===== src/rtl/pulse_stretcher_pkg.sv =====
`default_nettype none
// ============================================================================
// Module      : pulse_stretcher_pkg
// Description : State encoding and dwell-counter width rule shared by the
//               pulse stretcher and its dwell counter.
// Revision    : 1.0 - initial release
// ============================================================================
package pulse_stretcher_pkg;

    localparam logic [1:0] IDLE = 2'd0;
    localparam logic [1:0] HIGH = 2'd1;
    localparam logic [1:0] LOW  = 2'd2;

    // Width able to hold (dwell - 1) for the longer of the two dwells, never 0
    function automatic int dwell_w(input int high_cycles, input int low_cycles);
        int m;
        m = (high_cycles > low_cycles) ? high_cycles : low_cycles;
        return (m <= 1) ? 1 : $clog2(m);
    endfunction

endpackage : pulse_stretcher_pkg
`default_nettype wire


===== src/rtl/pulse_stretcher_dwell_counter.sv =====
`default_nettype none
// ============================================================================
// Module      : dwell_counter
// Description : Loadable down-counter that stops at zero and flags it.
//               Shared by the HIGH and LOW dwell phases.
// Revision    : 1.0 - initial release
// ============================================================================
module dwell_counter #(
    parameter int WIDTH = 2
) (
    input  logic             clk,
    input  logic             reset,
    input  logic             i_load,
    input  logic [WIDTH-1:0] i_load_val,
    output logic             o_zero
);

    logic [WIDTH-1:0] r_count;

    // Load takes priority; otherwise count down and hold at zero
    always_ff @(posedge clk or posedge reset) begin
        if (reset) begin
            r_count <= '0;
        end else if (i_load) begin
            r_count <= i_load_val;
        end else if (r_count != '0) begin
            r_count <= r_count - WIDTH'(1);
        end
    end

    assign o_zero = (r_count == '0);

endmodule : dwell_counter
`default_nettype wire


===== src/rtl/pulse_stretcher.sv =====
`default_nettype none
// ============================================================================
// Module      : pulse_stretcher
// Description : Turns single-cycle tick strobes into level pulses of fixed
//               high width and minimum low gap. Ticks arriving mid-pulse are
//               queued in a saturating counter; overflow is flagged on drop.
// Revision    : 1.0 - initial release
// ============================================================================
module pulse_stretcher
    import pulse_stretcher_pkg::*;
#(
    parameter int HIGH_CYCLES = 4,
    parameter int LOW_CYCLES  = 2,
    parameter int PEND_W      = 2
) (
    input  logic clk,
    input  logic reset,
    input  logic tick,
    output logic level,
    output logic busy,
    output logic drop
);

    localparam int             CW          = dwell_w(HIGH_CYCLES, LOW_CYCLES);
    localparam logic [CW-1:0]  C_HIGH_LOAD = CW'(HIGH_CYCLES - 1);
    localparam logic [CW-1:0]  C_LOW_LOAD  = CW'(LOW_CYCLES - 1);

    logic [1:0]        r_state;
    logic [PEND_W-1:0] r_pending;
    logic              r_level;
    logic              r_drop;

    logic [1:0]        w_next;
    logic              w_load;
    logic [CW-1:0]     w_load_val;
    logic              w_zero;
    logic              w_queue;
    logic              w_consume;
    logic              w_pend_nz;
    logic              w_full;

    assign w_pend_nz = (r_pending != '0);
    assign w_full    = &r_pending;

    dwell_counter #(
        .WIDTH (CW)
    ) u_dwell (
        .clk        (clk),
        .reset      (reset),
        .i_load     (w_load),
        .i_load_val (w_load_val),
        .o_zero     (w_zero)
    );

    // Next-state, dwell reload and queue/consume decisions
    always_comb begin
        w_next     = r_state;
        w_load     = 1'b0;
        w_load_val = C_HIGH_LOAD;
        w_queue    = 1'b0;
        w_consume  = 1'b0;
        case (r_state)
            IDLE: begin
                if (tick) begin
                    w_next     = HIGH;
                    w_load     = 1'b1;
                    w_load_val = C_HIGH_LOAD;
                end
            end
            HIGH: begin
                w_queue = tick;
                if (w_zero) begin
                    w_next     = LOW;
                    w_load     = 1'b1;
                    w_load_val = C_LOW_LOAD;
                end
            end
            LOW: begin
                if (w_zero) begin
                    if (w_pend_nz || tick) begin
                        // A queued tick is served first; a coincident new tick
                        // then takes its place in the queue
                        w_next     = HIGH;
                        w_load     = 1'b1;
                        w_load_val = C_HIGH_LOAD;
                        w_consume  = w_pend_nz;
                        w_queue    = w_pend_nz && tick;
                    end else begin
                        w_next = IDLE;
                    end
                end else begin
                    w_queue = tick;
                end
            end
            default: begin
                w_next = IDLE;
            end
        endcase
    end

    // State, saturating pending counter and registered outputs
    always_ff @(posedge clk or posedge reset) begin
        if (reset) begin
            r_state   <= IDLE;
            r_pending <= '0;
            r_level   <= 1'b0;
            r_drop    <= 1'b0;
        end else begin
            r_state <= w_next;
            r_level <= (w_next == HIGH);
            r_drop  <= w_queue && !w_consume && w_full;
            if (w_queue && w_consume) begin
                r_pending <= r_pending;
            end else if (w_queue && !w_full) begin
                r_pending <= r_pending + PEND_W'(1);
            end else if (w_consume) begin
                r_pending <= r_pending - PEND_W'(1);
            end
        end
    end

    assign level = r_level;
    assign drop  = r_drop;
    assign busy  = (r_state != IDLE) || w_pend_nz;

endmodule : pulse_stretcher
`default_nettype wire


===== config.mk =====
export PLATFORM = sky130hd
export DESIGN_NAME = pulse_stretcher
export DESIGN_NICKNAME = d
export VERILOG_FILES = /design/src/rtl/pulse_stretcher_pkg.sv /design/src/rtl/pulse_stretcher_dwell_counter.sv /design/src/rtl/pulse_stretcher.sv
export SDC_FILE = /design/constraint.sdc
export NUM_CORES = 1
export LEC_CHECK = 0
export CORE_AREA = 2 2 39 41
export CTS_CLUSTER_SIZE = 24
export DETAILED_ROUTE_END_ITERATION = 7
export DIE_AREA = 0 0 41 43
export PLACE_DENSITY = 0.62
export SLEW_MARGIN = 20
export SYNTH_ARGS = -nofsm -noshare
export SYNTH_HDL_FRONTEND = slang
export SYNTH_SLANG_ARGS = --single-unit

===== constraint.sdc =====
create_clock -name clk -period 1.5 [get_ports clk]
set_clock_uncertainty 0.15 [all_clocks]
set_input_delay 0.3 -clock clk [delete_from_list [all_inputs] [get_ports clk]]
set_output_delay 0.3 -clock clk [all_outputs]
set_load 0.02 [all_outputs]

==> flow_summary_export.csv, run 1 <==
group,metric,value,unit
sta,maxSlewHeadroom,78.7,%
placed_design,numPortBuffers,5,
synth,post-synth-top-area-fraction,36.1,%
layout,syn_to_final_growth,60.3,%
power_and_ir_drop,finalPower,1.94,mW
layout,drive_gt1_share,51.1,%
synth,synth_area_leaders,"dfrtp_1 (36%), ha_1 (11%), o21ai_0 (5.4%)",
clocking,numCtsBuffers,3,
critical_path,path_max_fanout,4,
critical_path,cp.required,1.49,ns
synth,async_flop_share,100,%
synth,ys_seq_elements,8,
job,max_cap_violations,0,
synth,synth_common_cells,"dfrtp_1 (8), inv_1 (7), o21ai_0 (6)",
sta,fmax,647,MHz
floorplan,coreArea,1380,um2
critical_path,start_kind,"flop",
sta,min_period,1.55,ns
global_routing,grt_start_max_net_pins,9,
power_and_ir_drop,ir_drop,1.16,mV
clocking,cts_buffer_depth,2,
routing,drt_wl_total,1360,um
sta,slew_viol_final,0,
routing,vias,551,
outcome,outcome,"complete, but fails checks",
sta,grt_setup_unrepaired,"yes",
clocking,cts-root-buf,"clkbuf_4",
synth,synth.most_common_cell,"dfrtp_1",
clocking,cts_tree,"done",
layout,final_core_util,64.2,%
clocking,clk_latency,0.25,ns
synth,ys_seq_area_share,36.1,%
synth,yosys.area.top_type,"dfrtp_1",
floorplan,die_w,41,um
critical_path,rrSetupSlack,-0.05,ns
min_path,hold_class,"in2async",
floorplan,io_pins,6,
clocking,postCtsHoldBufs,0,
routing,dr.pass1.iters,4,
layout,final_nets,98,
sta,postLayoutSetupSlackWorst,-0.0466,ns
synth,yosys_most_used_dff,"dfrtp_1",
clocking,path_clk_slew,0.06,ns
floorplan,die_h,43,um
synth,ys_warn_count,0,
synth,syn-cell-area,554,um2
routing,ant_nets,0,
global_routing,antenna_found_initial,0,
synth,syn_avg_cell_area,8.94,um2
power_and_ir_drop,leakage,0.416,nW
power_and_ir_drop,pwr_density_cell,2180,nW/um2
sta,tightest_slew,0.320,ns
floorplan,die_area,1760,um2
global_routing,grtUsageTotal,19.3,%
floorplan,initial_core_util,40.1,%
clocking,htree_num_levels,1,
sta,finalHoldViolCount,0,
critical_path,cp-end-kind,"flop",
placed_design,hpwl,1020,um
clocking,cts_sinks,8,
global_routing,grt_pass1_wl,2220,um
synth,synth_edf_count,0,
routing,drc_errors,0,
routing,vias_per_cell,5.30,
critical_path,critPathArrivalTime,1.54,ns
floorplan,rows,14,
outcome,violations,"negative setup slack",
layout,antenna_cells,0,
sta,setup_violations,1,
synth,ys_types,26,
synth,syn_nets,70,
routing,drt_iter0_drc,13,
routing,wire_per_inst,13.0,um
placed_design,gp_congestion,0.754,
global_routing,grt_overflow,0,
synth,synthCells,62,
global_routing,grt_pass1_vias,521,
critical_path,worstSetupPathType,"reg2reg",
sta,fin_crit_sh,103,%
[cells by family after synthesis]
kind of cell | Yosys count | share of synthesized area, %
buffers and inverters | 9 | 8.80
adder cells (fa/ha/maj) | 5 | 11.3
flip-flops | 8 | 36.1
AO/OA/AOI/OAI | 22 | 27.1
AND/OR/NAND/NOR | 18 | 16.7
[layer usage]
metal / vias up / GRT usage (%) / part of all wire [%]
met5: - / 0 / 0
met4: 0 / 11.3 / 1.8
met3: 4 / 6.28 / 2.9
met2: 11 / 27.8 / 51
met1: 261 / 23.9 / 44
li1: 275 / - / -
[report_power, final]
group | internal (mW) | total, mW | switching (mW)
Clock | 0.0918 | 0.168 | 0.0758
Combinational | 0.749 | 1.40 | 0.655
Sequential | 0.312 | 0.363 | 0.0510
Total | 1.15 | 1.94 | 0.782
[stage by stage]
step	TNS, ns	area (um2)	hold WS [ns]	std cells	worst slack, ns
after detailed placement	-1.41	797	0.418	100	-0.267
after global placement	-1.25	797	0.421	100	-0.240
final	-0.0466	888	0.143	104	-0.0466
after CTS	-0.0613	855	0.149	104	-0.0464
after floorplan	-0.0152	607	-0.0343	62	-0.0152
after global routing	-0.288	888	0.163	104	-0.126
[area by class of cell]
cell class	instances	area (um2)
clock buffers	3	22.5
fillers	124	495
inverters	7	26.3
multi-input cells	45	413
flip-flops and latches	8	200
well taps	16	20.0
repair buffers	25	206
[flip-flops by register name, summed over array words and instances (netlist names)]
name / flops
u_dwell.r_count: 2
r_state: 2
level: 1
drop: 1
r_pending: 2
[cell usage in the layout, fill, tap and decap left out, types with 2 or more instances in the layout]
cell type        count
a21oi_1              3
buf_4               18
a21oi_2              4
dlygate4sd2_1        2
nand2_1              2
clkbuf_4             3
nor2_1               4
inv_1                5
buf_6                3
o21ai_1              2
inv_2                2
dfrtp_1              8
ha_4                 4
clkdlybuf4s50_1      2
o21ai_0              3
[final timing paths]
kind	from	end	cells after the start
worst max-delay path	r_state[0]	level	6
worst min-delay path	reset	r_pending[0]	2
worst max register to register	r_state[0]	level	6
worst min register to register	u_dwell.r_count[0]	u_dwell.r_count[0]	3
max in group asynchronous	reset	u_dwell.r_count[0]	2
min in group clk	u_dwell.r_count[0]	u_dwell.r_count[0]	3
[what timing repair did]
| item | in CTS | in global routing |
|---|---|---|
| resized for setup | 13 | 10 |
| pin swaps | 4 | 3 |
| endpoints found under the setup margin | 9 | 7 |
| setup buffers | 1 | 0 |
[critical path, stage by stage (launching register included)]
cell,delay [ns]
dfrtp_1,0.40
buf_4,0.16
ha_4,0.17
o21ba_4,0.21
o21ai_2,0.13
a21oi_2,0.07
and3_1,0.14
Power figures use the tool's default switching activity.
==> inputs of run 2 (changes only) <==
HOLD_SLACK_MARGIN = 0.05   (was default)
clock period = 1.4 ns   (was 1.5 ns; I/O delays follow)
==> run 2 against run 1 <==
Effect of this change: non-clock buffer count rose by 4; sequential power rose by 6.6%; register-to-register slack got worse by 0.10 ns; utilization rose by 8.0 points; the flow still finishes with violations (negative setup slack).
==> flow_summary_export.csv, run 2 (same netlist as run 1, synthesis figures left out) <==
group,metric,value,unit
layout,syn_to_final_growth,80.1,%
routing,vias_per_cell,5.54,
floorplan,die_h,43,um
floorplan,coreArea,1380,um2
routing,wire_per_inst,14.6,um
placed_design,gp_congestion,0.740,
routing,drt_iter0_drc,20,
power_and_ir_drop,ir_drop,1.17,mV
sta,setup_violations,9,
sta,fmax,647,MHz
floorplan,initial_core_util,40.1,%
outcome,violations,"negative setup slack",
global_routing,grt_overflow,0,
layout,final_core_util,72.2,%
clocking,cts-root-buf,"clkbuf_4",
critical_path,worstSetupPathType,"reg2reg",
layout,nFillCells,95,
floorplan,io_pins,6,
layout,mostFrequentLayoutCell,"buf_4",
routing,dr.pass1.iters,4,
global_routing,antenna_found_initial,0,
critical_path,path_max_fanout,3,
sta,slew_viol_final,0,
critical_path,cp-end-kind,"flop",
global_routing,grt_pass1_vias,605,
layout,final_nets,102,
outcome,outcome,"complete, but fails checks",
power_and_ir_drop,p_switching,1.01,mW
sta,tightest_slew,0.310,ns
routing,drc_errors,0,
routing,drt_wl_total,1570,um
layout,mostFrequentLayoutCells,"buf_4 (17), dfrtp_1 (8), buf_6 (7)",
layout,antenna_cells,0,
clocking,cts_buffer_depth,2,
layout,reg.largest.list,"r_pending: 2 flops, r_state: 2 flops, u_dwell.r_count: 2 flops",
critical_path,cp.required,1.39,ns
power_and_ir_drop,seqPwrFrac,16.0,%
power_and_ir_drop,pwr_density_cell,2420,nW/um2
routing,vias,598,
clocking,path_clk_slew,0.05,ns
placed_design,numPortBuffers,5,
critical_path,worstRegToRegCells,5,
clocking,cts_sinks,8,
floorplan,rows,14,
sta,maxSlewHeadroom,79.3,%
layout,drive_gt1_share,60.9,%
sta,fin_crit_sh,110,%
floorplan,die_area,1760,um2
global_routing,grt_pass1_wl,2530,um
sta,grt_setup_unrepaired,"yes",
sta,min_period,1.55,ns
sta,postLayoutSetupSlackWorst,-0.146,ns
clocking,cts_tree,"done",
global_routing,grt_start_max_net_pins,9,
min_path,hold_class,"in2async",
power_and_ir_drop,p_int,1.41,mW
floorplan,die_w,41,um
power_and_ir_drop,pwr-share-clk,7.1,%
power_and_ir_drop,swShare,41.6,%
sta,tns,-0.749,ns
job,max_cap_violations,0,
critical_path,start_kind,"flop",
clocking,clk_latency,0.25,ns
routing,ant_nets,0,
clocking,htree_num_levels,1,
placed_design,hpwl,1040,um
sta,finalHoldViolCount,0,
global_routing,grtUsageTotal,21.0,%
power_and_ir_drop,combinationalPowerShare,76.8,%
clocking,numCtsBuffers,3,
power_and_ir_drop,leakage,0.452,nW
critical_path,critPathArrivalTime,1.53,ns
## run 2: worst max-delay path, stage by stage, from the launching register on
cell and delay (ns):
dfrtp_1 0.39, buf_6 0.12, o311a_4 0.37, a21oi_4 0.17
a21oi_2 0.09, and3_1 0.14
## run 2: area by class of cell
cell class,count,area [um2],share of cell area (%)
multi-input combinational,45,478,47.9
timing repair buffer,29,249,24.9
sequential,8,200,20.1
inverter,7,28.8,2.88
clock buffer,3,22.5,2.26
tap,16,20.0,2.01
## run 2: worst paths after layout
| path | end | slack (ns) | start |
|---|---|---|---|
| max | level | -0.15 | r_pending[0] |
| min | u_dwell.r_count[1] | 0.12 | reset |
| max reg2reg | level | -0.15 | r_pending[0] |
| min reg2reg | u_dwell.r_count[0] | 0.42 | u_dwell.r_count[0] |
| max in group asynchronous | u_dwell.r_count[0] | 0.74 | reset |
| min in group clk | u_dwell.r_count[0] | 0.42 | u_dwell.r_count[0] |
## run 2: power groups by stage
stage	registers (mW)	clock network, mW	logic (mW)
final	0.387	0.173	1.86
after global routing	0.404	0.196	2.00
after CTS	0.388	0.180	1.50
after detailed placement	0.389	0	1.36
after global placement	0.388	0	1.32
after floorplan	0.447	0	0.779
## run 2: stage by stage
step / hold WS [ns] / worst slack (ns) / cell area (um2) / power (mW) / std cells
detailed placement: 0.399 / -0.349 / 810 / 1.74 / 101
CTS: 0.128 / -0.219 / 893 / 2.06 / 107
global route: 0.169 / -0.202 / 998 / 2.60 / 108
finish: 0.119 / -0.146 / 998 / 2.42 / 108
floorplan: -0.0543 / -0.115 / 612 / 1.23 / 62
global placement: 0.395 / -0.320 / 810 / 1.71 / 101
## run 2: routing by layer
metal | track usage (%) | share of wire [%] | vias up
met5 | 0 | 0 | -
met4 | 5.33 | 0.76 | 0
met3 | 8.38 | 3.1 | 2
met2 | 33.4 | 55 | 11
met1 | 25.3 | 42 | 302
li1 | - | - | 283
## run 2: timing repair
item | CTS | global route
pin swaps | 6 | 10
resized for setup | 14 | 24
endpoints found under the setup margin | 11 | 9
hold buffers | 0 | 0
setup buffers | 3 | 2
